--- src/rtl/stopwatch_counter.sv ---
// Stopwatch timekeeping datapath: 4-digit BCD SS.hh count driven by one-cycle command pulses.
// Define LAP_EN to add the lap/lap_hold ports that freeze the displayed value while counting continues.
module stopwatch_counter #(
   parameter int CLK_HZ  = 100_000_000,
   parameter int TICK_HZ = 100
) (
   input  logic        clk,
   input  logic        reset,
   input  logic        start_stop,
   input  logic        inc,
   input  logic        dec,
   input  logic        clear,
   output logic [15:0] digits,
   output logic        running,
   output logic        at_max,
   output logic        at_zero
`ifdef LAP_EN
   ,
   input  logic        lap,
   output logic        lap_hold
`endif
);

   localparam int TICK_DIV = CLK_HZ / TICK_HZ;
   localparam int PW       = (TICK_DIV > 2) ? $clog2(TICK_DIV) : 1;
   localparam logic [PW-1:0] PRESC_LAST = PW'(TICK_DIV - 1);

   typedef enum logic {
      STOPPED = 1'b0,
      RUN     = 1'b1
   } state_t;

   state_t        state_q, state_d;
   logic [PW-1:0] presc_q, presc_d;
   logic [15:0]   count_q, count_d;
`ifdef LAP_EN
   logic          lapHold_q, lapHold_d;
   logic [15:0]   lapCount_q, lapCount_d;
`endif

   // Add 0.01 s with decimal carry through all four digits.
   function automatic logic [15:0] tickCount(input logic [15:0] c);
      logic [15:0] r;
      logic        carry;
      r     = c;
      carry = 1'b1;
      for (int i = 0; i < 4; i++) begin
         if (carry) begin
            if (r[4*i +: 4] == 4'd9) begin
               r[4*i +: 4] = 4'd0;
            end else begin
               r[4*i +: 4] = r[4*i +: 4] + 4'd1;
               carry       = 1'b0;
            end
         end
      end
      return r;
   endfunction

   function automatic logic [15:0] incSecond(input logic [15:0] c);
      logic [3:0] tens, units;
      tens  = c[15:12];
      units = c[11:8];
      if (c[15:8] == 8'h99) return 16'h9999;
      if (units == 4'd9) begin
         units = 4'd0;
         tens  = tens + 4'd1;
      end else begin
         units = units + 4'd1;
      end
      return {tens, units, c[7:0]};
   endfunction

   function automatic logic [15:0] decSecond(input logic [15:0] c);
      logic [3:0] tens, units;
      tens  = c[15:12];
      units = c[11:8];
      if (c[15:8] == 8'h00) return 16'h0000;
      if (units == 4'd0) begin
         units = 4'd9;
         tens  = tens - 4'd1;
      end else begin
         units = units - 4'd1;
      end
      return {tens, units, c[7:0]};
   endfunction

   always_ff @(posedge clk) begin
      if (reset) begin
         state_q    <= STOPPED;
         presc_q    <= '0;
         count_q    <= 16'h0000;
`ifdef LAP_EN
         lapHold_q  <= 1'b0;
         lapCount_q <= 16'h0000;
`endif
      end else begin
         state_q    <= state_d;
         presc_q    <= presc_d;
         count_q    <= count_d;
`ifdef LAP_EN
         lapHold_q  <= lapHold_d;
         lapCount_q <= lapCount_d;
`endif
      end
   end

   // Command priority: clear, then start_stop, then inc/dec, tick and lap.
   always_comb begin
      state_d = state_q;
      presc_d = presc_q;
      count_d = count_q;
`ifdef LAP_EN
      lapHold_d  = lapHold_q;
      lapCount_d = lapCount_q;
`endif
      if (clear) begin
         state_d = STOPPED;
         presc_d = '0;
         count_d = 16'h0000;
`ifdef LAP_EN
         lapHold_d = 1'b0;
`endif
      end else if (start_stop) begin
         if (state_q == RUN) begin
            state_d = STOPPED;
         end else if (count_q != 16'h9999) begin
            state_d = RUN;
            presc_d = '0;
         end
      end else if (state_q == RUN) begin
         if (presc_q == PRESC_LAST) begin
            presc_d = '0;
            count_d = tickCount(count_q);
            if (count_d == 16'h9999) state_d = STOPPED;
         end else begin
            presc_d = presc_q + 1'b1;
         end
`ifdef LAP_EN
         if (lap) begin
            lapHold_d  = !lapHold_q;
            lapCount_d = count_q;
         end
`endif
      end else begin
         if (inc && !dec) count_d = incSecond(count_q);
         else if (dec && !inc) count_d = decSecond(count_q);
      end
   end

`ifdef LAP_EN
   assign digits   = lapHold_q ? lapCount_q : count_q;
   assign lap_hold = lapHold_q;
`else
   assign digits   = count_q;
`endif
   assign running = (state_q == RUN);
   assign at_max  = (count_q == 16'h9999);
   assign at_zero = (count_q == 16'h0000);

endmodule

--- config.mk ---
export PLATFORM = sky130hd
export DESIGN_NAME = stopwatch_counter
export DESIGN_NICKNAME = d
export VERILOG_FILES = /design/src/rtl/stopwatch_counter.sv
export SDC_FILE = /design/constraint.sdc
export NUM_CORES = 1
export LEC_CHECK = 0
export CORE_MARGIN = 2
export CORE_UTILIZATION = 50
export DETAILED_ROUTE_END_ITERATION = 7
export PLACE_DENSITY = 0.67
export SYNTH_ARGS = -nofsm -noshare
export SYNTH_HDL_FRONTEND = slang
export SYNTH_SLANG_ARGS = --single-unit
--- constraint.sdc ---
create_clock -name clk -period 2.75 [get_ports clk]
set_input_delay 0.4125 -clock clk [delete_from_list [all_inputs] [get_ports clk]]
set_output_delay 0.4125 -clock clk [all_outputs]
set_load 0.01 [all_outputs]
==> reports/results.ini, run 1 <==
[outcome]
status = completed

[synthesis]
synth_flop_cell = dfxtp_1
synth-seq-cells = 37
syn_inst = 382
synth_nets = 392
ys_types = 77
yosys_warnings = 0
async_reset_ff_share_pct = 0
synth-edff-count = 0
avgSynthCellArea_sq_um = 7.64
netlist_area_sq_um = 2920
ys_seq_area_share_pct = 25.4

[cells_and_area]
layout-drive-gt1-share_pct = 11.9
area_delta_synth_final_pct = 14.1
antenna_cells = 0
design_area_sq_um = 3330
fin_cells = 475
layout.nets = 412
num-fill-cells = 537

[floorplanning]
rows = 27
die_x_um = 80.4
dieArea_sq_um = 6470
initial_core_util_pct = 52.4
coreArea_sq_um = 5570
die_y_um = 80.4
io_pins = 25

[critical_path]
crit_type = flop to primary output
end_kind = primary output
r2r_start = digits[13]
cp.arrival_ps = 2210
critical_path.startpoint_type = flop
reg2reg_depth = 8
crit_start = digits[13]
path_max_fanout = 9
worstPathRequired_ps = 2340

[route]
vias = 3094
drtPass1Iterations = 5
ant_nets = 0
wl_um = 8110
routed_via_density = 6.51
drcViolationCount = 0
post_drt_wl_per_cell_um = 17.1
first_iter_violations = 311

[sta]
slew_viol_final = 0
finalCriticalPeriod_ps = 2620
hold_viol = 0
setup_tns_ps = 0
slew-limit-headroom_pct = 59.3
fmax_mhz = 382
fin_skew_ps = 10.8
finalSetupViolCount = 0
fin_crit_sh_pct = 95.3
rsz0062_at_grt = no
worst_slew_pin_slew_ps = 608

[cts]
numCtsBuffers = 5
ctsHtreeMaxLevel = 2
ctsHoldBuffers = 0
ctsResizeCount = 2
cts.sinks = 37
clkTransAtPathRegs_ps = 90
clk_latency_ps = 300
cts-root-buf = clkbuf_8
tritoncts = yes
cts_setup_buffers = 0
clockBufferDepth = 2

[grt]
grt_overflow = 0
grt_util_all_layers_pct = 26.7
antenna_found_initial = 0
grt_pass1_wl_um = 13600
grt_pass1_vias = 2752
grt_max_degree = 21

[placed_design]
post-dp-hpwl_um = 5810
dpl.cell_count = 467
placed_area_sq_um = 3230
gp_congestion = 0.892
port_buffers = 24

[min_path]
hold_path_class = flop to flop
hold_start = presc_q[18]
worstHoldPathCells = 1

[job]
max-cap-violations = 0

[power_and_ir_drop]
vdd_ir_drop_max_mv = 0.178
total_power_w = 0.00114
powerDensity_nw_per_um2 = 343
cellLeakagePower_nw = 1.15

power by group:
part	switching, W	internal, W	total, W	leakage, nW
logic	0.000104	0.0000712	0.000176	0.799
clock network	0.000214	0.000203	0.000417	0.0512
registers	0.00000911	0.000540	0.000549	0.298
total	0.000328	0.000814	0.00114	1.15
logic make-up (layout without fill, tap and decap cells):
group / Yosys count / in the layout / synth area share (%)
compound gates: 118 / 118 / 27.3
simple gates: 169 / 169 / 35.0
mux: 4 / 4 / 1.41
fa+ha+maj: 4 / 4 / 1.71
xor+xnor: 7 / 7 / 2.10
buf+inv: 43 / 64 / 7.03
flops: 37 / 37 / 25.4
Yosys cell counts (3+ instances only):
master    instances  share of area (%)
dfxtp_1          37                 25
a21oi_1          30                5.1
nand2_1          30                3.9
nor2_1           29                3.7
o21ai_0          20                3.4
nand3_1          16                2.7
inv_1            15                1.9
nand4_1          15                3.2
a211oi_1         12                3.1
clkbuf_1         10                1.3
nor3_1            8                1.4
a31oi_1           7                1.5
buf_2             7                1.2
nand2b_1          7                1.5
nor2b_1           7                1.5
and2_1            6                1.3
o31ai_1           6                1.5
buf_4             5                1.3
nor4_1            5                1.1
or4_1             5                1.3
a311oi_1          4                1.2
and3_1            4               0.86
ha_1              4                1.7
nand3b_1          4                1.0
xnor2_1           4                1.2
a211o_1           3               0.90
a21o_1            3               0.77
and4_1            3               0.90
and4bb_2          3                1.3
buf_1             3               0.39
mux2i_1           3                1.0
o211ai_1          3               0.77
o21ai_1           3               0.51
or3_1             3               0.64
xor2_1            3               0.90
path summary, 6_finish.rpt:
path	end	slack [ps]
setup / recovery	at_zero	130
hold / removal	presc_q[18]	490
setup reg to reg	digits[13]	570
hold reg to reg	presc_q[18]	490
placed cells by master, fill, tap and decap left out, types with 3 or more instances in the layout:
cell	instances
and4bb_2	3
buf_4	17
nand3_1	16
o211ai_1	3
xnor2_1	4
or4_1	5
a31oi_1	7
ha_1	4
and2_1	6
a311oi_1	4
nand4_1	15
or3_1	3
a21o_1	3
clkbuf_8	6
and3_1	4
nand2b_1	7
nand2_1	30
a211oi_1	12
o21ai_0	20
o21ai_1	3
nor2b_1	7
mux2i_1	3
inv_1	15
a211o_1	3
clkdlybuf4s50_1	24
nand3b_1	4
nor2_1	29
o31ai_1	6
nor3_1	7
xor2_1	3
nor4_1	5
and4_1	3
dfxtp_1	37
a21oi_1	30
layer usage:
metal | GRT usage (%) | wire, um | vias up
met4 | 8.81 | 148 | 0
li1 | - | - | 1490
met2 | 40.3 | 3630 | 129
met3 | 5.62 | 570 | 15
met1 | 37.9 | 3770 | 1460
met5 | 0 | 0 | -
worst max-delay path: stages, from the launching register on:
cell and delay, ps:
dfxtp_1 390, inv_1 130, ha_1 230, or3b_4 440
nor3_2 170, clkdlybuf4s50_1 550
stage by stage:
| step | hold slack (ps) | setup WS [ps] | utilization (%) |
|---|---|---|---|
| 2_1_floorplan | 441 | 713 | - |
| 5_1_grt | 530 | 7.74 | 59.8 |
| 3_3_place_gp | 470 | 311 | 57.9 |
| 3_5_place_dp | 479 | 268 | 57.9 |
| 6_report | 491 | 131 | 59.8 |
| 4_1_cts | 491 | 104 | 59.8 |
state kept, by name (all words and copies together), names as in the netlist:
name,cells
presc_q,20
running,1
digits,16
layout make-up:
class                      instances  area, sq um  share of cell area [%]
inverter                          15         56.3                    1.69
timing repair buffer              41          368                    11.0
tap                               72         90.1                    2.70
multi-input combinational        302         1980                    59.5
clock buffer                       6         82.6                    2.48
clock inverter                     2         13.8                   0.413
sequential                        37          741                    22.2
Note: power is estimated with default switching activity, not from simulation.
==> inputs of run 2 (changes only) <==
--- a/config.mk
+++ b/config.mk
@@ -8,7 +8,7 @@
 export CORE_MARGIN = 2
 export CORE_UTILIZATION = 50
 export DETAILED_ROUTE_END_ITERATION = 7
-export PLACE_DENSITY = 0.67
+export PLACE_DENSITY = 0.78
 export SYNTH_ARGS = -nofsm -noshare
 export SYNTH_HDL_FRONTEND = slang
 export SYNTH_SLANG_ARGS = --single-unit
==> reports/results.ini, run 2 (synthesis gave the netlist of run 1 again) <==
[cts]
tritoncts = yes
clockBufferDepth = 2  ; unchanged
numCtsBuffers = 5  ; unchanged
cts.sinks = 37  ; unchanged
clkTransAtPathRegs_ps = 90  ; about the same
cts-root-buf = clkbuf_8
ctsHoldBuffers = 0  ; unchanged
clk_latency_ps = 300  ; about the same
ctsHtreeMaxLevel = 2  ; unchanged

[floorplanning]
dieArea_sq_um = 6470  ; unchanged
rows = 27  ; unchanged
io_pins = 25  ; unchanged
coreArea_sq_um = 5570  ; unchanged
initial_core_util_pct = 52.4  ; unchanged
die_y_um = 80.4  ; unchanged
die_x_um = 80.4  ; unchanged

[grt]
grt_pass1_vias = 2619  ; -4.8%
antenna_found_initial = 0  ; unchanged
grt_util_all_layers_pct = 25.2  ; -1.5 points
grt_overflow = 0  ; unchanged
grt_pass1_wl_um = 13000  ; -4.3%
grt_max_degree = 20  ; -4.8%

[route]
vias = 3045  ; -1.6%
wl_um = 7790  ; -3.9%
routed_via_density = 6.45  ; -0.96%
post_drt_wl_per_cell_um = 16.5  ; -3.3%
first_iter_violations = 248  ; -20%
drcViolationCount = 0  ; unchanged
drtPass1Iterations = 5  ; unchanged
ant_nets = 0  ; unchanged

[cells_and_area]
layout.nets = 409  ; -0.73%
final_cell_mix = dfxtp_1 (37), nand2_1 (30), a21oi_1 (30)
largest_reg_flops = 20  ; unchanged
num-fill-cells = 512  ; -4.7%
design_area_sq_um = 3290  ; -1.2%
final_common_cell = dfxtp_1
area_delta_synth_final_pct = 12.7
antenna_cells = 0  ; unchanged
layout-drive-gt1-share_pct = 11.0  ; -0.91 points
largest_register = presc_q
fin_cells = 472  ; -0.63%

[power_and_ir_drop]
p_int_w = 0.000784  ; -3.7%
vdd_ir_drop_max_mv = 0.175  ; -1.6%
pwr-share-comb_pct = 15.3  ; about the same
seq_power_share_pct = 49.5  ; +1.4 points
powerDensity_nw_per_um2 = 338  ; -1.3%
power_switching_w = 0.000329  ; +0.50%
cellLeakagePower_nw = 1.12  ; -2.3%
sw_frac_of_total_pct = 29.6  ; +0.89 points
clockPowerShare_pct = 35.2  ; -1.4 points

[job]
max-cap-violations = 0  ; unchanged

[sta]
fin_skew_ps = 14.4  ; +3.61 ps
worst_slew_pin_slew_ps = 639  ; +30.6 ps
slew-limit-headroom_pct = 57.3  ; -2.1 points
rsz0062_at_grt = no
setup_tns_ps = 0  ; unchanged
fmax_mhz = 395  ; +3.4%
holdWs_ps = 491  ; -0.133 ps
hold_viol = 0  ; unchanged
fin_crit_sh_pct = 92.1  ; -3.1 points
setup_ws_ps = 217  ; +86.2 ps
slew_viol_final = 0  ; unchanged
finalCriticalPeriod_ps = 2530  ; -86.2 ps
finalSetupViolCount = 0  ; unchanged

[placed_design]
port_buffers = 24  ; unchanged
post-dp-hpwl_um = 5600  ; -3.5%
placed_area_sq_um = 3210  ; -0.70%
post-place-ws_ps = 299  ; +31.0 ps
gp_congestion = 0.934  ; +4.6%
dpl.cell_count = 464  ; -0.64%

[critical_path]
crit_type = flop to primary output
cp.arrival_ps = 2120  ; -90 ps
end_kind = primary output
path_max_fanout = 12  ; +3
critical_path.startpoint_type = flop
worstPathRequired_ps = 2340  ; about the same

[min_path]
hold_path_class = flop to flop

[outcome]
status = completed

## run 2: changes by cell type in the layout (fill, tap and decap cells not counted)
cell | previous run | this run
or3b_4 | 1 | 0
buf_4 | 17 | 14
clkinvlp_4 | 0 | 1
clkbuf_8 | 6 | 5
nor3_2 | 1 | 0
nor3_1 | 7 | 8
clkinv_2 | 1 | 2
clkinv_4 | 1 | 0
dlygate4sd2_1 | 0 | 1
or3b_2 | 0 | 1
clkdlybuf4s50_1 | 24 | 23
## run 2: final timing paths
kind / depth (start not counted) / startpoint / slack, ps / end
min: 1 / presc_q[18] / 490 / presc_q[18]
max: 4 / digits[11] / 220 / at_max
min reg2reg: 1 / presc_q[18] / 490 / presc_q[18]
max reg2reg: 6 / digits[0] / 590 / running
## run 2: stage by stage
step	total power, W	util [%]
floorplan	0.000674	-
global placement	0.000729	57.5
detailed placement	0.000732	57.5
CTS	0.00111	59.1
global route	0.00116	59.1
finish	0.00111	59.1
## run 2: cell type report
class | instances | area [sq um] | area share (%)
repair buffers | 38 | 344 | 10.5
multi-input cells | 302 | 1970 | 60.0
flip-flops and latches | 37 | 741 | 22.5
inverters | 15 | 56.3 | 1.71
clock buffers | 5 | 68.8 | 2.09
well taps | 72 | 90.1 | 2.74
clock inverters | 3 | 17.5 | 0.532
## run 2: critical path, stage by stage, from the launching register on
cell             delay (ps)
dfxtp_1                 540
and4bb_2                490
nand2_1                 150
nor2_1                  100
clkdlybuf4s50_1         540
## run 2: power groups by stage
stage	combinational, W	clock [W]	sequential, W
floorplan	0.000115	0	0.000559
global placement	0.000167	0	0.000563
detailed placement	0.000169	0	0.000563
CTS	0.000167	0.000393	0.000551
global route	0.000185	0.000424	0.000552
finish	0.000171	0.000392	0.000551
## run 2: metal layers
metal	global-route usage, %	vias to the layer above	wire [um]
li1	-	1486	-
met4	6.61	0	72
met3	4.38	9	556
met5	0	-	0
met1	36.2	1421	3580
met2	38.8	129	3580
## run 2: repair_timing
item	CTS	global route
endpoints found under the setup margin	1	0
setup buffers	0	0
endpoints found under the hold margin	0	0
resized for setup	1	0
==> inputs of run 3 (changes only) <==
--- a/config.mk
+++ b/config.mk
@@ -8,6 +8,7 @@
 export CORE_MARGIN = 2
 export CORE_UTILIZATION = 50
 export DETAILED_ROUTE_END_ITERATION = 7
+export GPL_TIMING_DRIVEN = 0
 export PLACE_DENSITY = 0.78
 export SYNTH_ARGS = -nofsm -noshare
 export SYNTH_HDL_FRONTEND = slang
==> reports/results.ini, run 3 (synthesis gave the netlist of run 1 again) <==
[critical_path]
crit_type = flop to primary output
end_kind = primary output
r2r_setup_slack_ps = 560  ; -30 ps
slowest_delay_ps = 550  ; about the same
cp_top_family = buffers and inverters
path_max_fanout = 9  ; -3
cp.arrival_ps = 2220  ; +100 ps
slowest_stage = clkdlybuf4s50_1
path_buf_inv = 3  ; +2
worstPathRequired_ps = 2340  ; about the same
critical_path.startpoint_type = flop
crit_chain = inv_1 > ha_1 > and3b_1 > clkbuf_2 > nand2_1 > nor2_1 > clkdlybuf4s50_1

[cts]
clk_latency_ps = 300  ; about the same
ctsHoldBuffers = 0  ; unchanged
clkTransAtPathRegs_ps = 80  ; about the same
cts.sinks = 37  ; unchanged
cts-root-buf = clkbuf_8
tritoncts = yes
cts_setup_buffers = 0  ; unchanged
numCtsBuffers = 5  ; unchanged
clockBufferDepth = 2  ; unchanged
ctsHtreeMaxLevel = 2  ; unchanged

[sta]
finalCriticalPeriod_ps = 2630  ; +97.8 ps
fin_skew_ps = 10.5  ; -3.92 ps
slew-limit-headroom_pct = 57.9  ; +0.60 points
hold_viol = 0  ; unchanged
finalSetupViolCount = 0  ; unchanged
setup_tns_ps = 0  ; unchanged
rsz0062_at_grt = no
fin_crit_sh_pct = 95.7  ; +3.6 points
slew_viol_final = 0  ; unchanged
worst_slew_pin_slew_ps = 632  ; -6.64 ps
fmax_mhz = 380  ; -3.7%

[route]
ant_nets = 0  ; unchanged
routed_via_density = 6.54  ; +1.4%
vias = 3180  ; +4.4%
post_drt_wl_per_cell_um = 16.8  ; +2.1%
drcViolationCount = 0  ; unchanged
first_iter_violations = 276  ; +11%
wl_um = 8190  ; +5.1%
drtPass1Iterations = 5  ; unchanged

[grt]
grt_max_degree = 13  ; -35%
antenna_found_initial = 0  ; unchanged
grt_pass1_vias = 2756  ; +5.2%
grt_overflow = 0  ; unchanged
grt_util_all_layers_pct = 26.0  ; +0.79 points
grt_pass1_wl_um = 13400  ; +3.5%

[floorplanning]
dieArea_sq_um = 6470  ; unchanged
rows = 27  ; unchanged
initial_core_util_pct = 52.4  ; unchanged
die_y_um = 80.4  ; unchanged
die_x_um = 80.4  ; unchanged
io_pins = 25  ; unchanged
coreArea_sq_um = 5570  ; unchanged

[cells_and_area]
area_delta_synth_final_pct = 14.7
final_cell_mix = dfxtp_1 (36), nand2_1 (30), a21oi_1 (30)
layout-drive-gt1-share_pct = 11.8  ; +0.84 points
largest_reg_flops = 20  ; unchanged
layout.nets = 423  ; +3.4%
final_common_cell = dfxtp_1
fin_cells = 486  ; +3.0%
antenna_cells = 0  ; unchanged
largest_register = presc_q
design_area_sq_um = 3350  ; +1.7%

[placed_design]
port_buffers = 24  ; unchanged
placed_area_sq_um = 3250  ; +1.4%
dpl.cell_count = 478  ; +3.0%
post-dp-hpwl_um = 5840  ; +4.2%
gp_congestion = 0.955  ; +2.3%

[power_and_ir_drop]
vdd_ir_drop_max_mv = 0.187  ; +6.9%
total_power_w = 0.00111  ; about the same
cellLeakagePower_nw = 1.15  ; +2.2%
powerDensity_nw_per_um2 = 332  ; -1.8%

[outcome]
status = completed

[min_path]
hold_path_class = flop to flop

[job]
max-cap-violations = 0  ; unchanged

## run 3: repair_timing
| item | CTS | global route |
|---|---|---|
| pin swaps | 0 | 0 |
| endpoints found under the setup margin | 2 | 1 |
| gates cloned | 0 | 0 |
| gates resized for setup | 3 | 2 |
| hold endpoints to repair | 0 | 0 |
## run 3: area by class of cell
class                      count  area [sq um]
clock inverter                 3          17.5
timing repair buffer          24           240
buffer                        28           150
clock buffer                   5          68.8
sequential                    37           742
inverter                      15          56.3
multi-input combinational    302          1980
fill                         515          2220
tap                           72          90.1
## run 3: final timing paths
| path | startpoint | end | cells past startpoint |
|---|---|---|---|
| worst max register to register | presc_q[0] | presc_q[10] | 7 |
| worst min-delay path | presc_q[18] | presc_q[18] | 1 |
| worst min register to register | presc_q[18] | presc_q[18] | 1 |
| worst max-delay path | digits[13] | at_max | 7 |
## run 3: per-layer routing
layer  part of all wire (%)  global-route usage [%]  up-vias
li1                       -                       -     1516
met1                     45                    36.2     1476
met2                     46                    39.9      173
met3                    8.3                    4.94       15
met4                    1.6                    9.49        0
met5                      0                       0        -
## run 3: per-stage QoR
step                      hold WS (ps)  utilization, %  worst slack [ps]
after floorplan                    441               -               713
after global placement             457            58.3               205
after detailed placement           469            58.3               212
after CTS                          481            60.0              58.9
after global routing               522            60.1              29.7
final                              489            60.1               119
## run 3: where the power goes
part	internal [W]	total [W]	leakage (nW)	switching, W
sequential	0.000540	0.000546	0.299	0.00000657
clock	0.000175	0.000387	0.0439	0.000211
combinational	0.0000709	0.000180	0.805	0.000109
total	0.000786	0.00111	1.15	0.000327
## run 3: worst register-to-register path, delay by kind of cell (launching register included)
| family | cells | cell delay, ps |
|---|---|---|
| and+or+nand+nor | 3 | 540 |
| adders and majority gates | 1 | 260 |
| buffers and inverters | 1 | 300 |
| DFF | 1 | 350 |
| muxes | 1 | 140 |
| AOI/OAI and AO/OA | 1 | 550 |
